<file path="config.mk">
export PLATFORM = sky130hd
export DESIGN_NAME = mem_slot_sched
export DESIGN_NICKNAME = d
export VERILOG_FILES = /design/src/rtl/mem_slot_sched.sv
export SDC_FILE = /design/constraint.sdc
export NUM_CORES = 1
export LEC_CHECK = 0
export BUFFER_PORTS_ARGS = -buffer_cell sky130_fd_sc_hd__buf_2
export CORE_UTILIZATION = 56
export CTS_BUF_LIST = sky130_fd_sc_hd__clkbuf_2
export DETAILED_ROUTE_END_ITERATION = 8
export HOLD_SLACK_MARGIN = 0.05
export PLACE_DENSITY = 0.78
export SLEW_MARGIN = 10
export SYNTH_ARGS = -nofsm -noshare
export SYNTH_HDL_FRONTEND = slang
export SYNTH_SLANG_ARGS = --single-unit
</file>
<file path="constraint.sdc">
create_clock -name clk -period 3.32 [get_ports clk]
set_input_delay 0.664 -clock clk [delete_from_list [all_inputs] [get_ports clk]]
set_output_delay 0.664 -clock clk [all_outputs]
set_load 0.005 [all_outputs]
</file>
<file path="src/rtl/mem_slot_sched.sv">
// mem_slot_sched: memory slot timebase for the shared SDRAM.
// Sequences the power-up wait and the initial refresh burst, then hands out
// fixed-length slots to refresh and six requesters. Every output is a flop.
module mem_slot_sched #(
  parameter int SLOT_LEN     = 8,
  parameter int REF_INTERVAL = 1560,
  parameter int PUP_CYCLES   = 20000,
  parameter int INIT_REF     = 8
) (
  input  logic       clk,
  input  logic       rst,
  input  logic [5:0] req,
  output logic [5:0] gnt,
  output logic [2:0] gnt_sel,
  output logic       ref_cycle,
  output logic       slot_stp_adv,
  output logic       slot_stp,
  output logic       busy,
  output logic       pup_time,
  output logic       ref_ovf
);

  localparam int CW = (SLOT_LEN > 1)     ? $clog2(SLOT_LEN)     : 1;
  localparam int RW = (REF_INTERVAL > 1) ? $clog2(REF_INTERVAL) : 1;
  localparam int PW = (PUP_CYCLES > 1)   ? $clog2(PUP_CYCLES)   : 1;
  localparam int IW = (INIT_REF > 1)     ? $clog2(INIT_REF)     : 1;

  localparam logic [2:0] SEL_NONE = 3'd7;
  localparam logic [2:0] RR_FIRST = 3'd3;

  typedef enum logic [1:0] {PUP, INIT, IDLE, SLOT} state_t;

  state_t        state;
  logic [CW-1:0] cnt;
  logic [RW-1:0] ref_cnt;
  logic [PW-1:0] pup_cnt;
  logic [IW-1:0] init_cnt;
  logic          ref_pend;
  logic [2:0]    rr_ptr;

  // Next round-robin candidate among requesters 3..5, wrapping 5 -> 3.
  function automatic logic [2:0] rr_inc(input logic [2:0] p);
    return (p == 3'd5) ? RR_FIRST : p + 3'd1;
  endfunction

  logic [2:0] rr_c1, rr_c2;
  logic       win_any, win_ref, rr_hit;
  logic [2:0] win_sel;
  logic       arb_now, ref_take, advancing;

  assign rr_c1 = rr_inc(rr_ptr);
  assign rr_c2 = rr_inc(rr_c1);

  // Arbitration points: every idle clock, and the last clock of a running slot.
  assign arb_now   = (state == IDLE) || (state == SLOT && slot_stp);
  assign ref_take  = arb_now && ref_pend;
  // The slot counter moves on inside a slot except on its final clock.
  assign advancing = (state == INIT || state == SLOT) && !slot_stp;

  // Fixed-priority winner: refresh, req[0..2], then round-robin over req[3..5].
  always_comb begin
    // NOTE: every output gets a default first so no path leaves it unassigned
    // and no latch is inferred.
    win_any = 1'b1;
    win_ref = ref_pend;
    win_sel = SEL_NONE;
    rr_hit  = 1'b0;
    if (!ref_pend) begin
      if (req[0])            win_sel = 3'd0;
      else if (req[1])       win_sel = 3'd1;
      else if (req[2])       win_sel = 3'd2;
      else if (req[rr_ptr]) begin win_sel = rr_ptr; rr_hit = 1'b1; end
      else if (req[rr_c1])  begin win_sel = rr_c1;  rr_hit = 1'b1; end
      else if (req[rr_c2])  begin win_sel = rr_c2;  rr_hit = 1'b1; end
      else                   win_any = 1'b0;
    end
  end

  // Sequencer, slot counter, strobes, grants and refresh bookkeeping.
  always_ff @(posedge clk) begin
    // NOTE: state is updated with non-blocking assignments so every flop in
    // this block sees the pre-edge values of the others.
    if (rst) begin
      state        <= PUP;
      cnt          <= '0;
      ref_cnt      <= '0;
      pup_cnt      <= '0;
      init_cnt     <= '0;
      ref_pend     <= 1'b0;
      rr_ptr       <= RR_FIRST;
      gnt          <= '0;
      gnt_sel      <= SEL_NONE;
      ref_cycle    <= 1'b0;
      slot_stp_adv <= 1'b0;
      slot_stp     <= 1'b0;
      busy         <= 1'b0;
      pup_time     <= 1'b1;
      ref_ovf      <= 1'b0;
    end else begin
      // Strobes look one clock ahead so they line up with the new cnt value.
      slot_stp_adv <= advancing && (cnt == CW'(SLOT_LEN - 3));
      slot_stp     <= advancing && (cnt == CW'(SLOT_LEN - 2));
      ref_ovf      <= 1'b0;

      case (state)
        PUP: begin
          if (pup_cnt == PW'(PUP_CYCLES - 1)) begin
            state     <= INIT;
            pup_time  <= 1'b0;
            ref_cycle <= 1'b1;
            busy      <= 1'b1;
            cnt       <= '0;
            init_cnt  <= '0;
          end else begin
            pup_cnt <= pup_cnt + 1'b1;
          end
        end

        INIT: begin
          if (slot_stp) begin
            cnt <= '0;
            if (init_cnt == IW'(INIT_REF - 1)) begin
              state     <= IDLE;
              ref_cycle <= 1'b0;
              busy      <= 1'b0;
            end else begin
              init_cnt <= init_cnt + 1'b1;
            end
          end else begin
            cnt <= cnt + 1'b1;
          end
        end

        default: begin
          if (arb_now) begin
            cnt <= '0;
            if (win_any) begin
              state     <= SLOT;
              busy      <= 1'b1;
              ref_cycle <= win_ref;
              gnt_sel   <= win_sel;
              gnt       <= win_ref ? 6'b0 : (6'b000001 << win_sel);
              if (rr_hit) rr_ptr <= rr_inc(win_sel);
            end else begin
              state     <= IDLE;
              busy      <= 1'b0;
              ref_cycle <= 1'b0;
              gnt_sel   <= SEL_NONE;
              gnt       <= '0;
            end
          end else begin
            cnt <= cnt + 1'b1;
          end
        end
      endcase

      // Refresh timebase runs only once the initial refresh burst is done.
      if (ref_take) ref_pend <= 1'b0;
      if (state == IDLE || state == SLOT) begin
        if (ref_cnt == RW'(REF_INTERVAL - 1)) begin
          ref_cnt  <= '0;
          ref_pend <= 1'b1;
          // A refresh being serviced on this very edge is not lost.
          ref_ovf  <= ref_pend && !ref_take;
        end else begin
          ref_cnt <= ref_cnt + 1'b1;
        end
      end
    end
  end

endmodule

</file>
==> results of run 1 <==
-- worst min-delay path by stage --
stage / startpoint / to / slack (ps) / cells past startpoint
2_1_floorplan: gnt[3] / gnt[3] / 450 / 2
3_3_place_gp: gnt[4] / gnt[4] / 450 / 2
3_5_place_dp: gnt[4] / gnt[4] / 440 / 2
6_report: gnt[4] / gnt[4] / 480 / 2
4_1_cts: gnt[4] / gnt[4] / 480 / 2
5_1_grt: gnt[4] / gnt[4] / 500 / 2
-- metrics by stage --
stage               utilization, %  setup TNS, ps  std cells  hold slack (ps)  cell area, um^2
floorplan                        -              0        330            448.3             2913
global placement             65.32              0        419            448.0             3147
detailed placement           65.32              0        419            444.9             3147
CTS                          66.42              0        427            478.9             3199
global route                 68.39         -155.4        433            497.1             3294
finish                       68.39         -8.959        433            478.6             3294
-- placed cells by master, fill, tap and decap left out, drive strengths merged, types with 11 or more instances in the layout --
master  count
a21oi      15
buf        41
dfxtp      52
ha         14
inv        12
mux2i      13
nand2      19
nand4      11
nor2       48
o21ai      13
xor2       14
-- flip-flops by register name, indices dropped and copies added, names as in the netlist, 2 cells and up --
register  flops
init_cnt      3
ref_cnt      11
cnt           3
gnt_sel       3
rr_ptr        3
state         2
pup_cnt      15
gnt           6
-- power by group through the flow --
| stage | Combinational, mW | Clock (mW) | Sequential [mW] |
|---|---|---|---|
| final | 0.0738 | 0.275 | 0.633 |
| after CTS | 0.0715 | 0.283 | 0.634 |
| after floorplan | 0.0471 | 0 | 0.643 |
| after detailed placement | 0.0709 | 0 | 0.644 |
| after global routing | 0.0805 | 0.304 | 0.634 |
| after global placement | 0.0697 | 0 | 0.644 |
-- routing by layer --
metal	wire length, um	GRT usage [%]	up-vias
li1	-	-	1255
met1	2931	30.92	1163
met2	2903	40.57	43
met3	200	4.252	7
met4	71	7.265	0
met5	0	0	-
-- cell families after synthesis --
kind of cell / count (synthesis) / synth area share [%]
fa+ha+maj: 14 / 6.114
buf+inv: 24 / 3.450
simple gates: 139 / 25.72
mux: 14 / 5.065
compound gates: 66 / 16.90
flops: 52 / 36.33
xor+xnor: 21 / 6.419
-- critical path, cell delays in order, from the launching register on --
cell	delay, ps
dfxtp_4	430
inv_6	40
ha_4	160
a21boi_2	170
inv_2	70
ha_4	160
or4_4	490
nand3_4	80
and4b_1	200
o221ai_2	100
a311o_1	410
a21oi_2	180
inv_1	60
ha_2	180
ha_4	210
o41ai_2	320
-- repair_timing --
| action | 4_1_cts | 5_1_grt |
|---|---|---|
| pin swaps | 1 | 10 |
| buffers inserted | 0 | 6 |
| setup endpoints to repair | 1 | 1 |
| hold buffers | 0 | 0 |
| gates resized for setup | 0 | 10 |
-- cell type report --
cell class | count | area [um^2] | area share [%]
Tap cell | 67 | 83.83 | 2.545
Clock inverter | 3 | 27.53 | 0.8355
Inverter | 11 | 46.29 | 1.405
Timing Repair Buffer | 41 | 252.7 | 7.672
Multi-Input combinational cell | 254 | 1810 | 54.96
Clock buffer | 5 | 25.02 | 0.7596
Sequential cell | 52 | 1049 | 31.83
==> key figures, run 1 <==
Run status
  • Status: complete, but fails checks
  • Failing checks: negative setup slack

Floorplanning
  • Row cnt: 25
  • Starting Density: 59.48%
  • Core box area: 4817 um^2
  • Die height: roughly 74 um
  • Horiz. Die Dim: 73.53 um
  • Die Area: 5407 um^2
  • IO Count: 23

Power
  • Sw frac: 26.83%
  • Sequential fraction of design power: 64.5%
  • Pwr Total: ~0.98 mW
  • Combinational fraction of design power: 7.5%
  • PwrDens: 297.9 nW/um^2
  • Switching pwr: 0.2633 mW
  • Leak Pwr: 1.350 nW
  • VDD IR max: 0.0002826 V
  • Clock share of power: 28.0%
  • Int Power: 0.7180 mW

CTS
  • Clock slew at reported path FFs: 270 ps
  • Skew-Pair Late Insertion Delay: 460 ps
  • Root Buffer: clkbuf_2
  • Max Root-Sink Buffers: 2
  • Clock buffer count from CTS: 5
  • Clock tree sinks: 52
  • H-tree levels: 2
  • CTS tree: done

Timing
  • Crit share post-route: 100.3%
  • Fmax: 0.3004 GHz
  • Worst slew pin tran: roughly 1200 ps
  • Clk_skew: 17.08 ps
  • Final hold vios: 0
  • PnR worst setup slack: -8.959 ps
  • RSZ-0062 raised after global routing: yes
  • Slew Limit Fails: 0
  • Final setup fails: 1
  • Final min period: 3329 ps
  • Worst rel slew slack: 20.80%

Synthesis
  • Cell Area, Synth: 2865 um^2
  • Syn nets: 352
  • Yosys top cell area share: 36.33%
  • Post-synth EDFFs: 0
  • Yosys reg bits: 52
  • Synthesis Warnings: 0
  • Seq/Total Area, Yosys: 36.33%
  • Synth area leaders: dfxtp_1 36%, nor2_1 6.3%, ha_1 6.1%
  • Avg Synthesized Cell Area: 8.683 um^2
  • Most frequent cell after synthesis: dfxtp_1
  • Async set-reset flop share out of synthesis: 0%
  • Synth Flop Type: dfxtp_1
  • Cell accounting for the most synthesized area: dfxtp_1
  • Synth cell types: 64
  • Top cells by count, synth: 52 x dfxtp_1, 48 x nor2_1, 19 x nand2_1, 15 x a21oi_1
  • Mapped Cells: 330

Placement
  • Placer Congestion: slightly above 0.9
  • Buffers on Ports: 22
  • DP HPWL: 4378 um
  • Pre-CTS setup slack: 2.072 ps

Route
  • Routed vias: 2468
  • First-pass DRT Iterations: 4
  • DRT iter0 DRCs: between 80 and 90
  • Post-route antenna net violation count: 0
  • WL final: a little over 6000 um
  • Drt wl/cell: roughly 14 um
  • DRC viols: 0
  • Drt via density: 5.700

Worst setup path
  • Critical path launch point: rr_ptr[1]
  • Worst R2R Start: rr_ptr[1]
  • Register-to-Register Path Depth: 15
  • Critical path launch point type: flop
  • R2R setup slack: -9 ps
  • Worst-path fanout max: 3
  • Crit path to: rr_ptr[2]
  • CP Data Arrival Time: 3710 ps
  • Critical Path RT: 3700 ps
  • Critical path class: reg -> reg
  • Worst R2R End: rr_ptr[2]
  • Worst Setup End Kind: flop

Finish
  • Filler cells: 436
  • Layout cells sized above 1: about a fifth
  • Layout area overhead: 14.98%
  • Diode count: 0
  • Layout Nets: between 300 and 400

Global route
  • Initial antenna violation count: 0
  • GRT Total Usage: 23.94%
  • Largest net degree at the start of global routing: 27
  • Number of global-route vias before repair: 2268
  • Global route total overflow: 0
  • First-pass GRT wire length: 10080 um

Min path
  • Hold crit path type: reg -> reg

Run
  • Max_cap viols: 0
No activity file was read; power rests on OpenSTA's default activity.
==> inputs of run 2 (changes only) <==
--- a/config.mk
+++ b/config.mk
@@ -6,7 +6,7 @@
 export NUM_CORES = 1
 export LEC_CHECK = 0
 export BUFFER_PORTS_ARGS = -buffer_cell sky130_fd_sc_hd__buf_2
-export CORE_UTILIZATION = 56
+export CORE_UTILIZATION = 58
 export CTS_BUF_LIST = sky130_fd_sc_hd__clkbuf_2
 export DETAILED_ROUTE_END_ITERATION = 8
 export HOLD_SLACK_MARGIN = 0.05
==> constraint.sdc (replaced) <==
create_clock -name clk -period 3.8 [get_ports clk]
set_input_delay 0.76 -clock clk [delete_from_list [all_inputs] [get_ports clk]]
set_output_delay 0.76 -clock clk [all_outputs]
set_load 0.005 [all_outputs]
==> run 2 against run 1 <==
Against the previous run:
- the run now ends clean
- first-iteration DRC count up 66%
- critical path depth stayed put
- final area fell by 4.8%
- global-route usage down 1.1 points
- sequential power down 13%
- fmax fell by 7.8%
- combinational power shrank 18%
- non-clock buffer count shrank 12
==> key figures, run 2 (synthesis results as in run 1) <==
Run status
  • Status: completed

Route
  • WL final: 5807 um (-4.9%)
  • Highest routed layer: met4
  • Drt via density: 5.717 (+0.31%)
  • Met3 WL: 203 um (+1.5%)
  • Routed vias: 2407 (-2.5%)
  • First-pass DRT Iterations: 4 (unchanged)
  • Drt wl/cell: 13.79 um (-2.2%)
  • DRT iter0 DRCs: 148 (+66%)
  • DRC viols: 0 (unchanged)
  • DR WL met2: 2742 um (-5.5%)
  • WL met1: 2785 um (-5.0%)
  • Post-route antenna net violation count: 0 (unchanged)

CTS
  • Clock slew at reported path FFs: 270 ps (about the same)
  • # hold bufs at CTS: 0 (unchanged)
  • Clock tree sinks: 52 (unchanged)
  • Root Buffer: clkbuf_2
  • Skew-Pair Late Insertion Delay: 430 ps (-30 ps)
  • H-tree levels: 2 (unchanged)
  • Max Root-Sink Buffers: 2 (unchanged)
  • Clock buffer count from CTS: 5 (unchanged)
  • CTS tree: done

Global route
  • Global route total overflow: 0 (unchanged)
  • First-pass GRT wire length: 9542 um (-5.3%)
  • Number of global-route vias before repair: 2196 (-3.2%)
  • GRT Total Usage: 22.84% (-1.1 points)
  • Initial antenna violation count: 0 (unchanged)
  • Largest net degree at the start of global routing: 44 (+63%)

Finish
  • Layout cells sized above 1: 15.82% (-5.5 points)
  • Biggest register: pup_cnt
  • Most common cell after layout, fill and taps aside: dfxtp_1
  • Non-filler instance count after layout: 421 (-2.8%)
  • Filler cells: 428 (-1.8%)
  • Layout Nets: 375 (-3.1%)
  • Top Registers: pup_cnt x15, ref_cnt x11, gnt x6
  • Design area: 3137 um^2 (-4.8%)
  • Diode count: 0 (unchanged)
  • Layout area overhead: 9.476%
  • Commonest non-fill, non-tap cells in the layout: 50 x dfxtp_1, 48 x nor2_1, 22 x buf_2
  • Register area: 1046 um^2 (-0.24%)
  • Utilization after layout: 66.41% (-2.0 points)
  • Multi-input logic area: 1735 um^2 (-4.1%)
  • Largest register FFs: 15 (unchanged)

Timing
  • Slew Limit Fails: 0 (unchanged)
  • Worst rel slew slack: 25.39% (+4.6 points)
  • Final hold slack: 486.7 ps (+8.097 ps)
  • PnR worst setup slack: 188.3 ps (+197.3 ps)
  • Setup tns final: 0 ps (+8.959 ps)
  • Final min period: 3612 ps (+282.7 ps)
  • Final setup fails: 0 (-1)
  • Clk_skew: 22.37 ps (+5.288 ps)
  • Fmax: 0.2769 GHz (-7.8%)
  • Crit share post-route: 95.04% (-5.2 points)
  • Final hold vios: 0 (unchanged)
  • Worst slew pin tran: 1105 ps (-67.94 ps)

Floorplanning
  • Die Area: 5225 um^2 (-3.4%)
  • Horiz. Die Dim: 72.29 um (-1.7%)
  • Starting Density: 60.66% (+1.2 points)
  • Core box area: 4723 um^2 (-1.9%)
  • Die height: 72.29 um (-1.7%)
  • IO Count: 23 (unchanged)
  • Row cnt: 25 (unchanged)

Placement
  • Pre-CTS setup slack: 95.95 ps (+93.88 ps)
  • DP HPWL: 4278 um (-2.3%)
  • DP Area: 3039 um^2 (-3.4%)
  • Buffers on Ports: 22 (unchanged)
  • Cells after DPL: 411 (-1.9%)
  • Placer Congestion: 0.8847 (-2.8%)

Worst setup path
  • Worst Setup End Kind: flop
  • Critical path launch point type: flop
  • Critical Path RT: 4160 ps (+460 ps)
  • Worst-path fanout max: 6 (+3)
  • CP Data Arrival Time: 3970 ps (+260 ps)
  • Critical path class: reg -> reg

Power
  • Leak Pwr: 1.306 nW (-3.2%)
  • VDD IR max: 0.0002687 V (-4.9%)
  • Pwr Total: 0.8978 mW (-8.5%)
  • PwrDens: 286.2 nW/um^2 (-3.9%)

Run
  • Max_cap viols: 0 (unchanged)

Min path
  • Hold crit path type: reg -> reg
run 2: cell count changes in the layout (fill, tap and decap cells not counted), moves of 2 or more:
cell   before  now
buf_4      19    7
inv_1       8   11
ha_1        9   13
inv_2       2    0
ha_4        4    0
run 2: layout make-up:
class / instances / share of cell area [%]
timing repair buffer: 29 / 5.185
inverter: 11 / 1.316
clock buffer: 5 / 0.7978
multi-input combinational: 254 / 55.32
clock inverter: 3 / 1.356
sequential: 52 / 33.35
tap: 67 / 2.673
run 2: metal layers:
layer	track usage, %	vias to the layer above
met5	0	-
li1	-	1230
met4	8.715	0
met2	36.97	41
met3	4.722	8
met1	29.98	1128
run 2: power breakdown:
group | internal, mW | switching (mW) | total [mW] | leakage (nW)
combinational | 0.0242 | 0.0364 | 0.0606 | 0.848
clock | 0.110 | 0.175 | 0.284 | 0.0390
sequential | 0.549 | 0.00356 | 0.553 | 0.419
run 2: worst paths after layout:
kind / start / slack (ps) / endpoint / cells after the start
setup / recovery: rr_ptr[1] / 190 / rr_ptr[2] / 15
hold / removal: gnt[3] / 490 / gnt[3] / 2
setup reg to reg: rr_ptr[1] / 190 / rr_ptr[2] / 15
hold reg to reg: gnt[3] / 490 / gnt[3] / 2
run 2: critical path: stages, from the launching register on:
cell and delay [ps]:
dfxtp_2 390, inv_1 70, ha_2 220, a21boi_2 170, inv_1 60, ha_1 220
or4_1 470, nand3_1 130, and4b_1 220, o221ai_1 120, a311o_1 440, a21oi_2 190
inv_1 60, ha_1 190, ha_1 280, o41ai_2 320
run 2: timing repair:
item	in CTS	in global routing
buffers inserted	0	2
resized for setup	0	6
setup endpoints to repair	0	1
